===== src/rtl/vga_timing_gen.sv =====
// VGA raster timing: position counters plus sync/blank flags registered from next-state counts (zero skew).
// en=0 freezes every output; define VGA_TIMING_FRAME_CNT_EN to add the 16-bit frame_count output.
module vga_timing_gen #(
    parameter int H_ACTIVE   = 640,
    parameter int H_FP       = 16,
    parameter int H_SYNC     = 96,
    parameter int H_BP       = 48,
    parameter int V_ACTIVE   = 480,
    parameter int V_FP       = 10,
    parameter int V_SYNC     = 2,
    parameter int V_BP       = 33,
    parameter bit H_SYNC_POL = 1'b0,
    parameter bit V_SYNC_POL = 1'b0,
    parameter int CNT_W      = 16
) (
    input  logic             clk_25Mhz,
    input  logic             rst_n,
    input  logic             en,
    output logic [CNT_W-1:0] h_count_value,
    output logic [CNT_W-1:0] v_count_value,
    output logic             hsync,
    output logic             vsync,
    output logic             video_on,
    output logic             line_end,
    output logic             frame_start
`ifdef VGA_TIMING_FRAME_CNT_EN
    ,
    output logic [15:0]      frame_count
`endif
);

    localparam int H_TOTAL = H_ACTIVE + H_FP + H_SYNC + H_BP;
    localparam int V_TOTAL = V_ACTIVE + V_FP + V_SYNC + V_BP;

    localparam logic [CNT_W-1:0] H_LAST   = CNT_W'(H_TOTAL - 1);
    localparam logic [CNT_W-1:0] V_LAST   = CNT_W'(V_TOTAL - 1);
    localparam logic [CNT_W-1:0] H_VIS    = CNT_W'(H_ACTIVE);
    localparam logic [CNT_W-1:0] V_VIS    = CNT_W'(V_ACTIVE);
    localparam logic [CNT_W-1:0] HS_FIRST = CNT_W'(H_ACTIVE + H_FP);
    localparam logic [CNT_W-1:0] HS_LAST  = CNT_W'(H_ACTIVE + H_FP + H_SYNC - 1);
    localparam logic [CNT_W-1:0] VS_FIRST = CNT_W'(V_ACTIVE + V_FP);
    localparam logic [CNT_W-1:0] VS_LAST  = CNT_W'(V_ACTIVE + V_FP + V_SYNC - 1);

    logic [CNT_W-1:0] r_h;
    logic [CNT_W-1:0] r_v;
    logic             r_hsync;
    logic             r_vsync;
    logic             r_video_on;
    logic             r_line_end;
    logic             r_frame_start;

    logic [CNT_W-1:0] w_h_nxt;
    logic [CNT_W-1:0] w_v_nxt;
    logic             w_h_wrap;
    logic             w_frame_wrap;
    logic             w_hsync_nxt;
    logic             w_vsync_nxt;
    logic             w_video_nxt;
    logic             w_line_end_nxt;

    assign w_h_wrap     = (r_h == H_LAST);
    assign w_frame_wrap = w_h_wrap && (r_v == V_LAST);
    assign w_h_nxt      = w_h_wrap ? '0 : r_h + CNT_W'(1);
    assign w_v_nxt      = !w_h_wrap    ? r_v :
                          w_frame_wrap ? '0  : r_v + CNT_W'(1);

    // Flags decode the position the counters are about to hold, so both land in the same cycle.
    assign w_hsync_nxt    = ((w_h_nxt >= HS_FIRST) && (w_h_nxt <= HS_LAST)) ? H_SYNC_POL : ~H_SYNC_POL;
    assign w_vsync_nxt    = ((w_v_nxt >= VS_FIRST) && (w_v_nxt <= VS_LAST)) ? V_SYNC_POL : ~V_SYNC_POL;
    assign w_video_nxt    = (w_h_nxt < H_VIS) && (w_v_nxt < V_VIS);
    assign w_line_end_nxt = (w_h_nxt == H_LAST);

    always_ff @(posedge clk_25Mhz or negedge rst_n) begin
        if (!rst_n) begin
            r_h           <= '0;
            r_v           <= '0;
            r_hsync       <= ~H_SYNC_POL;
            r_vsync       <= ~V_SYNC_POL;
            r_video_on    <= 1'b0;
            r_line_end    <= 1'b0;
            r_frame_start <= 1'b0;
        end else if (en) begin
            r_h           <= w_h_nxt;
            r_v           <= w_v_nxt;
            r_hsync       <= w_hsync_nxt;
            r_vsync       <= w_vsync_nxt;
            r_video_on    <= w_video_nxt;
            r_line_end    <= w_line_end_nxt;
            r_frame_start <= w_frame_wrap;
        end
    end

`ifdef VGA_TIMING_FRAME_CNT_EN
    logic [15:0] r_frame_cnt;

    always_ff @(posedge clk_25Mhz or negedge rst_n) begin
        if (!rst_n) begin
            r_frame_cnt <= '0;
        end else if (en && w_frame_wrap) begin
            r_frame_cnt <= r_frame_cnt + 16'd1;
        end
    end

    assign frame_count = r_frame_cnt;
`endif

    assign h_count_value = r_h;
    assign v_count_value = r_v;
    assign hsync         = r_hsync;
    assign vsync         = r_vsync;
    assign video_on      = r_video_on;
    assign line_end      = r_line_end;
    assign frame_start   = r_frame_start;

endmodule


===== config.mk =====
export PLATFORM = sky130hd
export DESIGN_NAME = vga_timing_gen
export DESIGN_NICKNAME = d
export VERILOG_FILES = /design/src/rtl/vga_timing_gen.sv
export SDC_FILE = /design/constraint.sdc
export NUM_CORES = 1
export LEC_CHECK = 0
export CORE_MARGIN = 3
export CORE_UTILIZATION = 50
export DETAILED_ROUTE_END_ITERATION = 10
export PLACE_DENSITY = 0.84
export SLEW_MARGIN = 40
export SYNTH_ARGS = -nofsm -noshare
export SYNTH_HDL_FRONTEND = slang
export SYNTH_SLANG_ARGS = --single-unit

===== constraint.sdc =====
create_clock -name clk_25Mhz -period 4 [get_ports clk_25Mhz]
set_input_delay 0.4 -clock clk_25Mhz [delete_from_list [all_inputs] [get_ports clk_25Mhz]]
set_output_delay 0.4 -clock clk_25Mhz [all_outputs]
set_load 0.02 [all_outputs]

==> results of run 1 <==
metrics by stage:
step                      instances  hold WS [ns]
after floorplan                 315         0.104
after global placement          402         0.503
after detailed placement        402         0.492
after CTS                       410         0.235
after global routing            410        0.0930
final                           410        0.0556
power by group:
| group | leakage [uW] | internal [uW] | switching, uW |
|---|---|---|---|
| clock | 0.0000574 | 203 | 145 |
| sequential | 0.000484 | 400 | 70.1 |
| combinational | 0.000641 | 113 | 126 |
| total | 0.00118 | 716 | 341 |
layout by cell type (no fill, tap or decap), types with 3 or more instances in the layout:
master / n
a31oi_1: 3
xnor2_1: 17
nor4b_4: 3
mux2_2: 3
a21oi_1: 10
nor4_1: 3
dfrtp_1: 35
clkdlybuf4s50_1: 38
nand3_1: 19
o21ai_0: 29
clkbuf_8: 6
or2_2: 4
xor2_1: 3
and4_1: 5
nor2_1: 18
o211ai_1: 5
nand4_1: 14
nor3_1: 17
a211oi_1: 5
ha_1: 4
inv_1: 9
nand2b_1: 5
nand2_1: 33
or3_1: 4
o31ai_1: 5
kinds of logic after synthesis:
group | share of synthesized area (%)
xor gates and xnor gates | 6.45
muxes | 1.98
DFF | 34.2
adders and majority gates | 1.84
AOI/OAI and AO/OA | 17.5
and+or+nand+nor | 31.6
buffers and inverters | 6.54
synthesized netlist by cell type (3+ instances only):
master     n
nor3_1    17
and4_1     5
nand4_1   14
mux2_2     3
clkbuf_1   6
buf_6      4
nand3_1   19
dfrtp_1   35
buf_2     10
inv_1      9
nor2_1    18
o21ai_0   29
o211ai_1   5
a211oi_1   5
ha_1       4
a21oi_1   10
nand2_1   33
nor4b_4    3
buf_4      3
a31oi_1    3
nand2b_1   5
or2_2      4
or3_1      4
xor2_1     3
nor4_1     3
o31ai_1    5
xnor2_1   17
worst register-to-register path, delay by kind of cell (launching register included):
family / cells / cell delay (ns)
compound gates: 4 / 1.13
simple gates: 2 / 0.74
flops: 1 / 0.46
fa+ha+maj: 1 / 0.27
worst max path at each step:
| stage | endpoint | cells after the start | slack [ns] | startpoint |
|---|---|---|---|---|
| 6_report | vsync$_DFFE_PN1P_ | 7 | 1.32 | h_count_value[1]$_DFFE_PN0P_ |
| 2_1_floorplan | vsync$_DFFE_PN1P_ | 9 | 1.62 | h_count_value[0]$_DFFE_PN0P_ |
| 3_3_place_gp | vsync$_DFFE_PN1P_ | 7 | 1.48 | h_count_value[1]$_DFFE_PN0P_ |
| 3_5_place_dp | vsync$_DFFE_PN1P_ | 7 | 1.37 | h_count_value[1]$_DFFE_PN0P_ |
| 5_1_grt | hsync$_DFFE_PN1P_ | 7 | 1.12 | h_count_value[1]$_DFFE_PN0P_ |
| 4_1_cts | vsync$_DFFE_PN1P_ | 7 | 1.34 | h_count_value[1]$_DFFE_PN0P_ |
metal layers:
metal / part of all wire (%) / up-vias / GRT usage, % / wire, um
met2: 46 / 151 / 34.6 / 3090
met1: 44 / 1233 / 31.3 / 2910
met4: 1.6 / 0 / 6.53 / 104
met3: 8.5 / 13 / 3.72 / 564
li1: - / 1216 / - / -
met5: 0 / - / 0 / 0
area by class of cell:
cell class	count	area, um^2
inverters	10	37.5
repair buffers	40	395
clock inverters	2	37.5
clock buffers	6	82.6
well taps	70	87.6
fillers	425	1990
multi-input cells	245	1610
flip-flops and latches	37	928
state kept, by name (all words and copies together), names as in the netlist:
signal	count
v_count_value	16
video_on	1
h_count_value	16
line_end	1
hsync	1
vsync	1
frame_start	1
==> results by group, run 1 <==
Route
  • Detail Route Antenna Nets: 0
  • DR WL/cell: 16.3 um
  • Vias after detailed routing: 2613
  • Drt drc: 0
  • DRT iter0 DRCs: 273
  • Final WL: 6.67 mm
  • Vias/cell: 6.37
  • First-pass DRT Iterations: 5

Clocking
  • Worst skew pair latency: 0.30 ns
  • Clk pin slew, worst setup/hold paths: 0.08 ns
  • CTS resizes: 0
  • Clk sinks: 37
  • TritonCTS Buffers: 5
  • Post-CTS Setup Inserts: 0
  • CTS tree: done
  • Post-CTS Hold Buffers: 0
  • Clk buf depth: 2
  • CTS root buf: clkbuf_8
  • H-tree levels: 2

Timing
  • TNS Setup: 0 ns
  • Min setup slack post-route: 1.32 ns
  • Final hold violation count: 0
  • Final setup fails: 0
  • Period minus WS final: 2.68 ns
  • Worst clock skew: 0.0103 ns
  • Fin crit share: 67.1%
  • Fin. max-slew vios: 0
  • Fmax: 0.373 GHz
  • Least-Margin Pin Slew: 0.646 ns
  • RSZ-0062 raised after global routing: false
  • Relative slew slack: 56.3%

Critical path
  • Crit Reg-Reg Endpoint: vsync$_DFFE_PN1P_
  • CP arrival: 2.91 ns
  • Reg2reg start: h_count_value[1]$_DFFE_PN0P_
  • Critical path launch point type: register
  • FF-to-FF setup slack: 1.32 ns
  • CP Max Fanout: 17
  • Critical path, cell by cell: ha_1, and3_1, nand4_4, a2111oi_2, a31oi_1, a2111o_1, o32a_1
  • Crit end category: register
  • CP peak stage delay: 0.46 ns
  • Reg2Reg Depth: 7
  • Worst path slowest cell: dfrtp_1
  • Setup CP Type: register to register
  • CP bufs+invs: 0
  • Data required time of the worst path: 4.23 ns
  • Cell family with most CP delay: compound AO/OA/AOI/OAI gates

Final layout
  • Area grow syn2layout: 17.0%
  • Ant. Diodes: 0
  • Fin util: 61.5%
  • Nets: 346
  • Fraction of layout cells with a size suffix above 1: 7.94%
  • Final Cell Area: 3180 um^2

Floorplan
  • Starting density of the core: 52.5%
  • Die Y-Extent: 79.7 um
  • Die X: 79.7 um
  • IO Pins: 40
  • Row cnt: 26
  • Die ar.: 6350 um^2
  • Core area: 5170 um^2

Min path
  • HP Class: primary input to async pin

Global routing
  • All-layer global routing usage: 22.1%
  • Global-route wire length before repair: 11.3 mm
  • Largest net degree at the start of global routing: 38
  • Initial antenna violation count: 0
  • Vias in the first global route: 2312
  • Congestion Overflow GR: 0

Synthesis
  • Yosys reg bits: 37
  • FFs w/ async S/R, synth: 100%
  • Ys flop type: dfrtp_1
  • Area share of the largest cell type after synthesis: 32.2%
  • Synth warnings: 0
  • Netlist Area Pre-Place: 2720 um^2
  • Sequential share of the synthesized area: 34.2%
  • Top cells by area, synth: dfrtp_1, xnor2_1, o21ai_0
  • Yosys top cell by area: dfrtp_1
  • Synth cell types: 57
  • Mapped Nets: 322
  • Syn Inst Count: 315
  • Number of synthesized flops with an enable pin: 0
  • Mapped Avg Cell Area: 8.62 um^2

Place
  • Dpl hpwl: 4.57 mm
  • Placed Instance Area: 3060 um^2
  • Final Wtd Congestion: 0.987
  • Port bufs: 39
  • Pre-CTS setup slack: 1.37 ns

Job
  • MaxCap Viol Count: 0

Pwr
  • Overall power: 1060 uW
  • PwrDens: 333 nW/um^2
  • Worst vdd ir: 0.230 mV
  • Leakage: 0.00118 uW

Run status
  • Outcome: complete, no violations
Power figures use the tool's default switching activity.
==> inputs of run 2 (changes only) <==
Settings changed: PLACE_DENSITY 0.84 to 0.87.
Clock period 4 ns to 2.19 ns, I/O delays scaled along.
==> results by group, run 2 (synthesis results as in run 1) <==
Run status
  • Outcome: finished with violations
  • Violated checks: setup timing

Pwr
  • PwrDens: 497 nW/um^2
  • Worst vdd ir: 0.564 mV
  • Leakage: 0.00164 uW

Final layout
  • Fraction of layout cells with a size suffix above 1: 34.4%
  • Fillcell total: 297
  • Nets: 428
  • Ant. Diodes: 0
  • Final Instance Count excl. Fillers: 492
  • Area of the multi-input gates: 1810 um^2
  • Commonest non-fill, non-tap cells in the layout: buf_4, clkdlybuf4s50_1, nand2_1
  • Commonest non-fill, non-tap cell in the layout: buf_4
  • Sequential Area: 946 um^2
  • Area grow syn2layout: 48.5%

Place
  • Port bufs: 39
  • Pre-CTS setup slack: -0.116 ns
  • Final Wtd Congestion: 0.929
  • DP Cell Count: 467
  • Dpl hpwl: 6.00 mm

Critical path
  • Reg2Reg Depth: 7
  • Critical path launch point type: register
  • Setup CP Type: register to register
  • Crit end category: register
  • Crit Reg-Reg Endpoint: video_on$_DFFE_PN0P_
  • CP Max Fanout: 7
  • CP startpoint: h_count_value[1]$_DFFE_PN0P_
  • CP arrival: 2.54 ns
  • Reg2reg start: h_count_value[1]$_DFFE_PN0P_
  • Data required time of the worst path: 2.39 ns
  • FF-to-FF setup slack: -0.16 ns

Timing
  • RSZ-0062 raised after global routing: true
  • Final hold violation count: 0
  • Fin. max-slew vios: 0
  • Worst clock skew: 0.0123 ns
  • Relative slew slack: 72.0%
  • Least-Margin Pin Slew: 0.417 ns
  • Min setup slack post-route: -0.157 ns
  • Fmax: 0.426 GHz
  • Period minus WS final: 2.35 ns
  • Final setup fails: 2
  • Fin crit share: 107%

Floorplan
  • Die Y-Extent: 79.7 um
  • Core area: 5170 um^2
  • Starting density of the core: 52.5%
  • IO Pins: 40
  • Die ar.: 6350 um^2
  • Die X: 79.7 um
  • Row cnt: 26

Route
  • Final WL: 9.56 mm
  • First-pass DRT Iterations: 7
  • Drt drc: 0
  • Vias after detailed routing: 3227
  • DRT iter0 DRCs: 535
  • DR WL/cell: 19.4 um
  • Detail Route Antenna Nets: 0
  • Vias/cell: 6.56

Clocking
  • TritonCTS Buffers: 5
  • Clk pin slew, worst setup/hold paths: 0.08 ns
  • Clk buf depth: 2
  • CTS root buf: clkbuf_8
  • H-tree levels: 2
  • Clk sinks: 37
  • Worst skew pair latency: 0.31 ns
  • CTS tree: done

Min path
  • HP Class: primary input to async pin

Global routing
  • All-layer global routing usage: 27.0%
  • Global-route wire length before repair: 13.6 mm
  • Largest net degree at the start of global routing: 33
  • Congestion Overflow GR: 0
  • Initial antenna violation count: 0
  • Vias in the first global route: 2827

Job
  • MaxCap Viol Count: 0
## run 2: stage by stage
| step | hold slack [ns] | utilization (%) | power, uW | setup TNS, ns | area, um^2 |
|---|---|---|---|---|---|
| after floorplan | -0.0766 | - | 1180 | -0.0274 | 2780 |
| after global placement | 0.364 | 69.3 | 1400 | 0 | 3590 |
| after detailed placement | 0.0899 | 70.4 | 1440 | -0.192 | 3640 |
| after CTS | 0.316 | 74.1 | 1960 | 0 | 3830 |
| after global routing | 0.317 | 78.0 | 2100 | -0.494 | 4030 |
| final | 0.304 | 78.0 | 2000 | -0.268 | 4030 |
## run 2: what timing repair did
action,in CTS,in global routing
endpoints found under the hold margin,6,0
resized for setup,10,36
hold buffers,1,0
setup endpoints to repair,3,10
setup buffers,8,10
pin swaps,4,17
gates cloned,0,0
## run 2: final cells by class
type,instances,area share (%)
well taps,70,2.17
inverters,10,0.931
flip-flops and latches,37,23.5
clock buffers,8,2.23
multi-input cells,245,44.8
repair buffers,122,26.4
## run 2: power breakdown
group	total (uW)	internal, uW	switching (uW)
Sequential	814	735	79.6
Clock	516	257	259
Combinational	673	323	351
Total	2000	1310	689
## run 2: metal layers
layer / global-route usage (%) / vias up / share of wire [%]
li1: - / 1377 / -
met1: 35.2 / 1518 / 38
met2: 43.4 / 268 / 46
met3: 6.55 / 64 / 11
met4: 9.97 / 0 / 5.3
met5: 0 / - / 0
## run 2: how the worst max path moves through the flow
stage               cells past startpoint                    to  slack [ns]
finish                                  7  video_on$_DFFE_PN0P_       -0.16
global route                            7  video_on$_DFFE_PN0P_       -0.20
CTS                                     8     vsync$_DFFE_PN1P_      0.0007
detailed placement                      6     vsync$_DFFE_PN1P_       -0.12
global placement                        7     vsync$_DFFE_PN1P_        0.01
floorplan                               8     vsync$_DFFE_PN1P_       -0.03
## run 2: critical path, cell delays in order (launching register included)
cell      delay [ns]
dfrtp_2         0.39
buf_4           0.15
nand4_1         0.27
a2111o_1        0.43
a32o_1          0.30
a211oi_2        0.29
nand3_1         0.13
o31ai_1         0.28
==> inputs of run 3 (changes only) <==
Settings changed: ABC_CLOCK_PERIOD_IN_PS set to 2190, PLACE_DENSITY 0.87 to 0.88, SLEW_MARGIN 40 to unset.
==> results by group, run 3 (synthesis results as in run 1) <==
Run status
  • Outcome: finished with violations
  • Violated checks: setup timing

Clocking
  • Clk buf depth: 2
  • Post-CTS Hold Buffers: 0
  • Worst skew pair latency: 0.29 ns
  • Clk sinks: 37
  • TritonCTS Buffers: 5
  • H-tree levels: 2
  • CTS root buf: clkbuf_8
  • Clk pin slew, worst setup/hold paths: 0.07 ns
  • CTS tree: done

Final layout
  • Final Cell Area: 3800 um^2
  • Commonest non-fill, non-tap cells in the layout: buf_4, clkdlybuf4s50_1, nand2_1
  • Area grow syn2layout: 39.8%
  • Commonest non-fill, non-tap cell in the layout: buf_4
  • Final Instance Count excl. Fillers: 478
  • Fraction of layout cells with a size suffix above 1: 30.1%
  • Nets: 414
  • Fin util: 73.4%
  • Ant. Diodes: 0

Critical path
  • Reg2reg start: h_count_value[5]$_DFFE_PN0P_
  • Critical path launch point type: register
  • Data required time of the worst path: 2.41 ns
  • FF-to-FF setup slack: -0.03 ns
  • Crit end category: register
  • CP Max Fanout: 6
  • CP arrival: 2.44 ns
  • Setup CP Type: register to register
  • Crit Reg-Reg Endpoint: vsync$_DFFE_PN1P_
  • Reg2Reg Depth: 6

Global routing
  • Congestion Overflow GR: 0
  • All-layer global routing usage: 26.9%
  • Initial antenna violation count: 0
  • Global-route wire length before repair: 13.7 mm
  • Largest net degree at the start of global routing: 38
  • Vias in the first global route: 2822

Floorplan
  • Die Y-Extent: 79.7 um
  • Starting density of the core: 52.5%
  • Core area: 5170 um^2
  • Die ar.: 6350 um^2
  • Die X: 79.7 um
  • IO Pins: 40
  • Row cnt: 26

Route
  • Vias/cell: 6.29
  • DR WL/cell: 17.7 um
  • Detail Route Antenna Nets: 0
  • Drt drc: 0
  • First-pass DRT Iterations: 5
  • Vias after detailed routing: 3009
  • Final WL: 8.47 mm
  • DRT iter0 DRCs: 420

Place
  • DP Cell Count: 461
  • Placed Instance Area: 3560 um^2
  • Final Wtd Congestion: 1.01
  • Port bufs: 39
  • Dpl hpwl: 5.81 mm

Min path
  • HP Class: primary input to async pin

Timing
  • Least-Margin Pin Slew: 0.844 ns
  • Period minus WS final: 2.22 ns
  • Fin. max-slew vios: 0
  • TNS Setup: -0.0362 ns
  • RSZ-0062 raised after global routing: true
  • Fin crit share: 101%
  • Fmax: 0.450 GHz
  • Relative slew slack: 43.8%
  • Min setup slack post-route: -0.0313 ns
  • Final setup fails: 2
  • Final hold violation count: 0
  • Worst clock skew: 0.00990 ns

Pwr
  • PwrDens: 512 nW/um^2
  • Worst vdd ir: 0.615 mV
  • Leakage: 0.00151 uW

Job
  • MaxCap Viol Count: 0
==> run 3: changes by cell type in the layout (fill, tap and decap cells not counted), moves of 4 or more <==
cell and delta:
dfrtp_1 +6, dfrtp_2 -6, buf_6 -4, buf_4 -7
==> run 3: critical path, cell delays in order, from the launching register on <==
cell and delay [ns]:
dfrtp_2 0.48, nor4bb_2 0.35, nand4_1 0.27, or2_4 0.34
xor2_1 0.21, a31oi_2 0.15, o32a_1 0.35
==> run 3: final cells by class <==
cell class,instances,area [um^2]
multi-input cells,245,1740
well taps,70,87.6
clock buffers,8,90.1
fillers,347,1380
repair buffers,108,903
flip-flops and latches,37,938
inverters,10,37.5
==> run 3: power breakdown <==
| part | switching (uW) | internal, uW |
|---|---|---|
| registers | 82.6 | 735 |
| logic | 321 | 295 |
| clock network | 252 | 257 |
| total | 656 | 1290 |
==> run 3: through the flow <==
step / setup WS [ns] / power [uW] / hold slack, ns
global route: -0.121 / 2040 / 0.0942
global placement: -0.0620 / 1390 / 0.367
CTS: -0.0131 / 1920 / 0.0568
detailed placement: -0.0396 / 1410 / 0.369
finish: -0.0313 / 1940 / 0.0314
floorplan: -0.0274 / 1180 / -0.0766
==> run 3: worst max-delay path by stage <==
stage / startpoint / to / cells past startpoint
2_1_floorplan: h_count_value[12]$_DFFE_PN0P_ / vsync$_DFFE_PN1P_ / 8
3_3_place_gp: h_count_value[1]$_DFFE_PN0P_ / video_on$_DFFE_PN0P_ / 7
3_5_place_dp: v_count_value[0]$_DFFE_PN0P_ / vsync$_DFFE_PN1P_ / 7
4_1_cts: v_count_value[0]$_DFFE_PN0P_ / vsync$_DFFE_PN1P_ / 8
5_1_grt: h_count_value[15]$_DFFE_PN0P_ / vsync$_DFFE_PN1P_ / 7
6_report: h_count_value[5]$_DFFE_PN0P_ / vsync$_DFFE_PN1P_ / 6
==> run 3: metal layers <==
metal | wire length, um | GRT usage, % | vias up | share of wire [%]
met5 | 0 | 0 | - | 0
met4 | 373 | 11.5 | 0 | 4.4
met3 | 683 | 4.18 | 48 | 8.1
met2 | 3880 | 42.4 | 188 | 46
met1 | 3530 | 36.4 | 1423 | 42
li1 | - | - | 1350 | -
==> run 3: what timing repair did <==
item / CTS / global route
pin swaps: 2 / 3
buffers inserted: 7 / 2
resized for setup: 4 / 20
endpoints found under the setup margin: 5 / 8
cloned: 0 / 0
